==> config.mk <==
export PLATFORM = sky130hd
export DESIGN_NAME = shared_net_arbiter
export DESIGN_NICKNAME = d
export VERILOG_FILES = /design/src/rtl/shared_net_arbiter.sv
export SDC_FILE = /design/constraint.sdc
export NUM_CORES = 1
export LEC_CHECK = 0
export BUFFER_PORTS_ARGS = -buffer_cell sky130_fd_sc_hd__buf_2
export CAP_MARGIN = 20
export CORE_MARGIN = 10
export CORE_UTILIZATION = 40
export DETAILED_ROUTE_END_ITERATION = 7
export GPL_TIMING_DRIVEN = 1
export PLACE_DENSITY = 0.77
export SLEW_MARGIN = 20
export SYNTH_ARGS = -nofsm -noshare
export SYNTH_HDL_FRONTEND = slang
export SYNTH_SLANG_ARGS = --single-unit
==> constraint.sdc <==
create_clock -name clk -period 1.94 [get_ports clk]
set_clock_uncertainty 0.05 [all_clocks]
set_input_delay 0.485 -clock clk [delete_from_list [all_inputs] [get_ports clk]]
set_output_delay 0.485 -clock clk [all_outputs]
set_load 0.1 [all_outputs]
==> src/rtl/shared_net_arbiter.sv <==
// Round-robin arbiter for one shared output net. One requester owns the net
// at a time; its data slice is muxed onto bus_out and its tenure is capped
// at MAX_HOLD cycles (0 = no cap). A one-cycle idle gap separates grants so
// the priority pointer can advance past the previous owner.
//
// state | meaning
// IDLE  | no grant active; arbitrate among req starting at ptr
// GRANT | gnt_id owns the net; watch for release, drop or hold cap
module shared_net_arbiter #(
  parameter int N_REQ    = 4,
  parameter int DATA_W   = 1,
  parameter int MAX_HOLD = 8
) (
  input  logic                     clk,
  input  logic                     rst,
  input  logic [N_REQ-1:0]         req,
  input  logic [N_REQ-1:0]         rel,
  input  logic [N_REQ*DATA_W-1:0]  din,
  output logic [N_REQ-1:0]         gnt,
  output logic [$clog2(N_REQ)-1:0] gnt_id,
  output logic                     busy,
  output logic [DATA_W-1:0]        bus_out,
  output logic                     timeout
);

  localparam int IDW = $clog2(N_REQ);
  localparam int HW  = (MAX_HOLD > 1) ? $clog2(MAX_HOLD) : 1;
  // With no cap the counter parks at 0; the cap compare is disabled anyway.
  localparam logic [HW-1:0]    HLAST   = (MAX_HOLD > 0) ? HW'(MAX_HOLD - 1) : '0;
  localparam logic [IDW-1:0]   LAST_ID = IDW'(N_REQ - 1);
  localparam logic [N_REQ-1:0] ONE     = N_REQ'(1);

  typedef enum logic {IDLE, GRANT} state_t;

  state_t          state;
  logic [IDW-1:0]  ptr;
  logic [HW-1:0]   hcnt;
  logic [IDW-1:0]  win;
  logic            found;
  int              idx;
  logic            owner_rel;
  logic            owner_drop;
  logic            hold_end;

  // Winner search: first requester at or after ptr, wrapping modulo N_REQ
  // without needing N_REQ to be a power of two.
  always_comb begin
    win   = '0;
    found = 1'b0;
    idx   = 0;
    for (int k = 0; k < N_REQ; k++) begin
      idx = int'(ptr) + k;
      if (idx >= N_REQ) idx = idx - N_REQ;
      if (!found && req[idx]) begin
        found = 1'b1;
        win   = IDW'(idx);
      end
    end
  end

  // End-of-tenure conditions for the current owner only.
  always_comb begin
    owner_rel  = rel[gnt_id];
    owner_drop = !req[gnt_id];
    hold_end   = (MAX_HOLD != 0) && (hcnt == HLAST);
  end

  // Arbitration FSM with registered grant, id and timeout pulse.
  always_ff @(posedge clk or posedge rst) begin
    if (rst) begin
      state   <= IDLE;
      gnt     <= '0;
      gnt_id  <= '0;
      ptr     <= '0;
      hcnt    <= '0;
      timeout <= 1'b0;
    end else begin
      timeout <= 1'b0;
      case (state)
        IDLE: begin
          if (found) begin
            gnt    <= ONE << win;
            gnt_id <= win;
            hcnt   <= '0;
            state  <= GRANT;
          end
        end
        GRANT: begin
          if (hcnt != HLAST) hcnt <= hcnt + 1'b1;
          if (owner_rel || owner_drop || hold_end) begin
            gnt     <= '0;
            state   <= IDLE;
            ptr     <= (gnt_id == LAST_ID) ? '0 : gnt_id + 1'b1;
            timeout <= hold_end && !owner_rel && !owner_drop;
          end
        end
        default: state <= IDLE;
      endcase
    end
  end

  assign busy = |gnt;

  // Net mux keyed on the one-hot grant so an idle net reads as zero.
  always_comb begin
    bus_out = '0;
    for (int i = 0; i < N_REQ; i++) begin
      if (gnt[i]) bus_out = din[i*DATA_W +: DATA_W];
    end
  end

endmodule

==> results of run 1 <==
[final cells by class]
cell class	count	area (µm²)
Clock buffer	3	22.5
Clock inverter	1	5.00
Fill cell	178	723
Inverter	6	22.5
Multi-Input combinational cell	54	399
Sequential cell	13	338
Tap cell	25	31.3
Timing Repair Buffer	28	185
[worst max-delay path, cell delays in order (launching register included)]
cell and delay, ps:
dfrtp_4 490, nand3b_1 180, a21oi_2 150, a21oi_2 60, o21ai_4 140, buf_12 190
[layout by cell type, fill, tap and decap left out, types with 2 or more instances in the layout]
cell type  Yosys  routed
buf_2          1      20
o21ai_0        8       7
dfrtp_1       13       7
inv_1          6       6
nand2_1        6       6
nand2b_1       6       6
buf_4          0       6
nor2_1         4       4
dfrtp_2        0       4
nand3_1        3       3
ha_1           3       3
clkbuf_4       0       3
o21a_1         2       2
a22o_1         2       2
o2bb2ai_1      2       2
a21oi_2        0       2
mux2_1         2       2
dfrtp_4        0       2
buf_12         0       2
[timing repair]
action | in CTS | in global routing
setup endpoints to repair | 2 | 2
resized for setup | 3 | 1
setup buffers | 1 | 2
pin swaps | 2 | 2
[cell families after synthesis]
kind of cell,count (synthesis)
fa+ha+maj,3
mux,3
simple gates,25
buf+inv,7
compound gates,23
flops,13
[routing by layer]
metal,up-vias,GRT usage [%]
met5,-,0
met4,0,5.31
met3,2,3.58
met2,16,15.4
met1,293,10.5
li1,327,-
[sequential cells by signal, indices dropped and copies added, names as in the netlist]
signal and flops:
gnt 4, hcnt 3, gnt_id 2, ptr 2, state 1, timeout 1
[synthesized netlist by cell type]
cell type	n	share of area, %
o21ai_1	1	0.69
or4_1	1	1.0
dfrtp_1	13	45
o31ai_4	1	2.9
nand2b_1	6	5.1
o21ai_2	1	1.2
o21bai_1	1	1.0
o2bb2ai_1	2	2.4
nand3_1	3	2.1
a22o_1	2	2.4
nor3_1	1	0.69
a221oi_1	1	1.2
nor2b_1	1	0.86
ha_1	3	5.1
or2_0	1	0.86
o21a_1	2	2.1
inv_1	6	3.1
nor4_1	1	0.86
mux4_2	1	3.1
mux2_1	2	3.1
buf_2	1	0.69
a21oi_1	3	2.1
a2111oi_0	1	1.2
nor2_1	4	2.1
o21ai_0	8	5.5
nand2_1	6	3.1
nand3b_1	1	1.0
[final timing paths]
kind                       slack (ps)  startpoint       to
min in group clk                  460     hcnt[0]  hcnt[0]
setup reg to reg                  250   gnt_id[1]   gnt[2]
hold reg to reg                   460     hcnt[0]  hcnt[0]
setup / recovery                  -70      gnt[1]  bus_out
max in group asynchronous        1300         rst   gnt[1]
hold / removal                    160         rst  hcnt[1]
[per-stage QoR]
stage / hold WS (ps) / cells / setup TNS [ps]
floorplan: 312 / 74 / -231
global route: 189 / 130 / -223
CTS: 179 / 128 / -189
finish: 163 / 130 / -121
global placement: 441 / 123 / 0
detailed placement: 443 / 123 / 0
==> flow_metrics.py, run 1 <==
metrics = {
    "logic_synthesis": {
        "synth_top_family_by_area": "compound AO/OA/AOI/OAI gates",
        "synth-compound-area-share_pct": 22.6,
        "syn_nets": 91,
        "synthAdderAreaFrac_pct": 5.15,
        "synth_warnings": 0,
        "synthMuxAreaShare_pct": 6.17,
        "syn_area_um2": 729,
        "synth_cell_types": 27,
        "ys_ff_latch": 13,
        "syn_inst": 74,
        "syn_avg_cell_area_um2": 9.86,
        "yosys.area_share.simple_pct": 17.7,
        "ys_seq_area_share_pct": 44.6,
        "yosys.area_share.xor_xnor_pct": 0,
    },
    "final_layout": {
        "antenna_cells": 0,
        "drive_gt1_share_pct": 42.9,
        "syn_to_final_growth_pct": 37.6,
        "nNetsFinal": 123,
        "fin_area_mm2": 0.00100,
        "final_util_pct": 58.1,
    },
    "route": {
        "wl_met1_um": 776,
        "top_layer": "met4",
        "drc": 0,
        "drt_iter0_markers": 9,
        "vias_per_cell": 4.91,
        "dr.pass1.iters": 4,
        "finalWirelength_um": 1780,
        "met3_length_um": 116,
        "routed-wl-met2_um": 871,
        "wl_per_cell_um": 13.7,
        "ant_nets": 0,
        "via_count": 638,
    },
    "worst_setup_path": {
        "endpoint_kind": "output port",
        "crit_fanout": 4,
        "crit_arrival_ps": 1470,
        "r2r.worst_path.cells": 4,
        "start_kind": "flop",
        "worstSetupPathType": "reg -> out",
        "required_ps": 1400,
    },
    "place": {
        "port_buffers": 22,
        "dp_hpwl_um": 1430,
        "place.gp.congestion": 0.737,
        "dpl_cell_area_um2": 938,
        "dp_worst_setup_slack_ps": 28.9,
    },
    "cts": {
        "cts_root_buffer": "clkbuf_4",
        "cts_hold_buf": 0,
        "cts_buffers": 3,
        "clock-sinks": 13,
        "clk_pin_slew_worst_paths_ps": 90,
        "htree_levels": 1,
        "clk_path_buf_depth": 2,
        "clk_latency_ps": 280,
        "cts_tree": "done",
    },
    "sta": {
        "maxSlewViolCount": 0,
        "fmax_mhz": 498,
        "worst_pin_slew_ps": 494,
        "max-slew-margin-rel_pct": 67.0,
        "finalHoldViolCount": 0,
        "worst_slack_ps": -66.8,
        "setup_violations": 2,
        "rsz0062_at_grt": "yes",
        "period_share_pct": 103,
        "min_period_ps": 2010,
    },
    "grt": {
        "grt-ovfl-total": 0,
        "first_global_vias": 699,
        "grt_pass1_wl_um": 3090,
        "antenna_found_initial": 0,
        "grt_usage_pct": 9.52,
        "grt_start_max_net_pins": 14,
    },
    "job": {
        "drv_cap": 0,
    },
    "floorplan": {
        "core_area_mm2": 0.00173,
        "rows": 15,
        "boundaryPins": 23,
        "die_area_mm2": 0.00393,
        "die_h_um": 62.7,
        "start_util_pct": 42.2,
        "die_w_um": 62.7,
    },
    "status": {
        "violations": "setup timing",
        "outcome": "complete, but fails checks",
    },
    "min_path": {
        "hp-class": "in -> async",
    },
}
Power of run 1 is left out: the tool's default activity adds up to more than one toggle a clock period on the data nets, which glitch-free logic cannot reach.
==> inputs of run 2 (changes only) <==
ABC_AREA = 1   (was unset)
PLACE_DENSITY = 0.74   (was 0.77)
==> flow_metrics.py, run 2 <==
metrics = {
    "floorplan": {
        "boundaryPins": 23,
        "start_util_pct": 41.1,
        "die_area_mm2": 0.00490,
        "core_area_mm2": 0.00243,
        "die_h_um": 70.0,
        "rows": 18,
        "die_w_um": 70.0,
    },
    "worst_setup_path": {
        "crit_arrival_ps": 1330,
        "r2r.worst_path.cells": 10,
        "crit_fanout": 4,
        "start_kind": "flop",
        "worstSetupPathType": "reg -> out",
        "endpoint_kind": "output port",
        "required_ps": 1400,
    },
    "sta": {
        "maxSlewViolCount": 0,
        "worst_pin_slew_ps": 511,
        "period_share_pct": 96.3,
        "fmax_mhz": 535,
        "finalHoldViolCount": 0,
        "max-slew-margin-rel_pct": 65.9,
        "setup_violations": 0,
        "min_period_ps": 1870,
        "rsz0062_at_grt": "no",
    },
    "final_layout": {
        "fillers": 251,
        "layout_common_cells": "nand2_1 (55), buf_2 (21), inv_1 (15)",
        "syn_to_final_growth_pct": 22.0,
        "reg.largest.list": "gnt: 4 flops, hcnt: 3 flops",
        "final_util_pct": 50.2,
        "multi_input_area_um2": 606,
        "nNetsFinal": 187,
        "largest_reg_flops": 4,
        "regMostFlops": "gnt",
        "drive_gt1_share_pct": 33.7,
        "layout_commonest_cell": "nand2_1",
        "register_area_um2": 340,
        "antenna_cells": 0,
    },
    "logic_synthesis": {
        "synthMuxAreaShare_pct": 0,
        "yosys.area_share.xor_xnor_pct": 0,
        "synth_commonest_cells": "nand2_1 (55), inv_1 (15), dfrtp_1 (13)",
        "synth_warnings": 0,
        "ys_ff_latch": 13,
        "yosysTopAreaCell": "dfrtp_1",
        "yosys.area.top_type_share_pct": 32.5,
        "synth_cell_types": 23,
        "synthAdderAreaFrac_pct": 3.75,
        "ys_seq_area_share_pct": 32.5,
        "syn_inst": 143,
        "synth_edf_count": 0,
        "yosys.area_share.simple_pct": 45.1,
        "syn_avg_cell_area_um2": 6.99,
        "synth-compound-area-share_pct": 8.51,
        "synthFlopType": "dfrtp_1",
        "syn_area_um2": 1000,
        "yosysMostFrequentCell": "nand2_1",
        "synth_top_family_by_area": "simple AND/OR/NAND/NOR gates",
        "postSynth.asyncResetShare_pct": 100,
        "yosys-top-cells-area": "dfrtp_1 (33%), nand2_1 (21%), nand2_2 (6.3%)",
        "syn_nets": 160,
    },
    "place": {
        "port_buffers": 22,
        "dp_hpwl_um": 2020,
        "place.gp.congestion": 0.853,
    },
    "route": {
        "ant_nets": 0,
        "drt_iter0_markers": 31,
        "dr.pass1.iters": 6,
        "finalWirelength_um": 2470,
        "via_count": 959,
        "drc": 0,
        "wl_per_cell_um": 12.4,
        "vias_per_cell": 4.82,
    },
    "grt": {
        "grt_usage_pct": 10.2,
        "grt_start_max_net_pins": 14,
        "antenna_found_initial": 0,
        "first_global_vias": 954,
        "grt-ovfl-total": 0,
        "grt_pass1_wl_um": 4270,
    },
    "cts": {
        "clock-sinks": 13,
        "cts_hold_buf": 0,
        "clk_path_buf_depth": 2,
        "htree_levels": 1,
        "clk_latency_ps": 280,
        "clk_pin_slew_worst_paths_ps": 90,
        "cts_buffers": 3,
        "cts_root_buffer": "clkbuf_4",
        "cts_tree": "done",
    },
    "min_path": {
        "hp-class": "in -> async",
    },
    "job": {
        "drv_cap": 0,
    },
    "status": {
        "outcome": "completed",
    },
}
-- run 2: worst paths after layout --
path / startpoint / end / slack, ps
setup / recovery: gnt[3] / bus_out / 70
hold / removal: rst / gnt_id[1] / 160
setup reg to reg: ptr[0] / gnt[3] / 230
hold reg to reg: hcnt[0] / hcnt[0] / 460
max in group asynchronous: rst / gnt[3] / 1280
min in group clk: hcnt[0] / hcnt[0] / 460
-- run 2: cells by family (layout without fill, tap and decap cells) --
logic type,Yosys count,count (layout)
compound gates,12,12
fa+ha+maj,3,3
buf+inv,19,45
flops,13,13
simple gates,96,96
-- run 2: repair_timing --
| item | in CTS | in global routing |
|---|---|---|
| pin swaps | 0 | 1 |
| gates cloned | 0 | 0 |
| gates resized for setup | 0 | 2 |
| endpoints found under the setup margin | 1 | 4 |
| buffers inserted | 1 | 1 |
-- run 2: per-stage QoR --
stage	hold slack, ps	worst slack [ps]	instances	TNS [ps]	instance area, µm²
after floorplan	312	-58.3	143	-99.9	1040
after global placement	430	280	193	0	1170
after detailed placement	452	196	193	0	1170
after CTS	184	16.7	198	0	1210
after global routing	195	11.9	199	0	1220
final	163	71.8	199	0	1220
-- run 2: metal layers --
metal / share of wire [%] / global-route usage [%] / up-vias
met1: 43 / 12.2 / 421
met5: 0 / 0 / -
li1: - / - / 512
met3: 7.0 / 3.53 / 5
met4: 1.3 / 3.29 / 0
met2: 49 / 16.5 / 21
-- run 2: cell type report --
type                       count  area share, %
clock buffer                   4           2.15
inverter                      17           5.74
sequential                    13           27.9
multi-input combinational    111           49.6
timing repair buffer          24           11.5
tap                           30           3.08
-- run 2: critical path, stage by stage, from the launching register on --
cell and delay, ps:
dfrtp_4 490, buf_4 160, o221ai_4 210, buf_12 200
Power of run 2 is left out for the same reason.
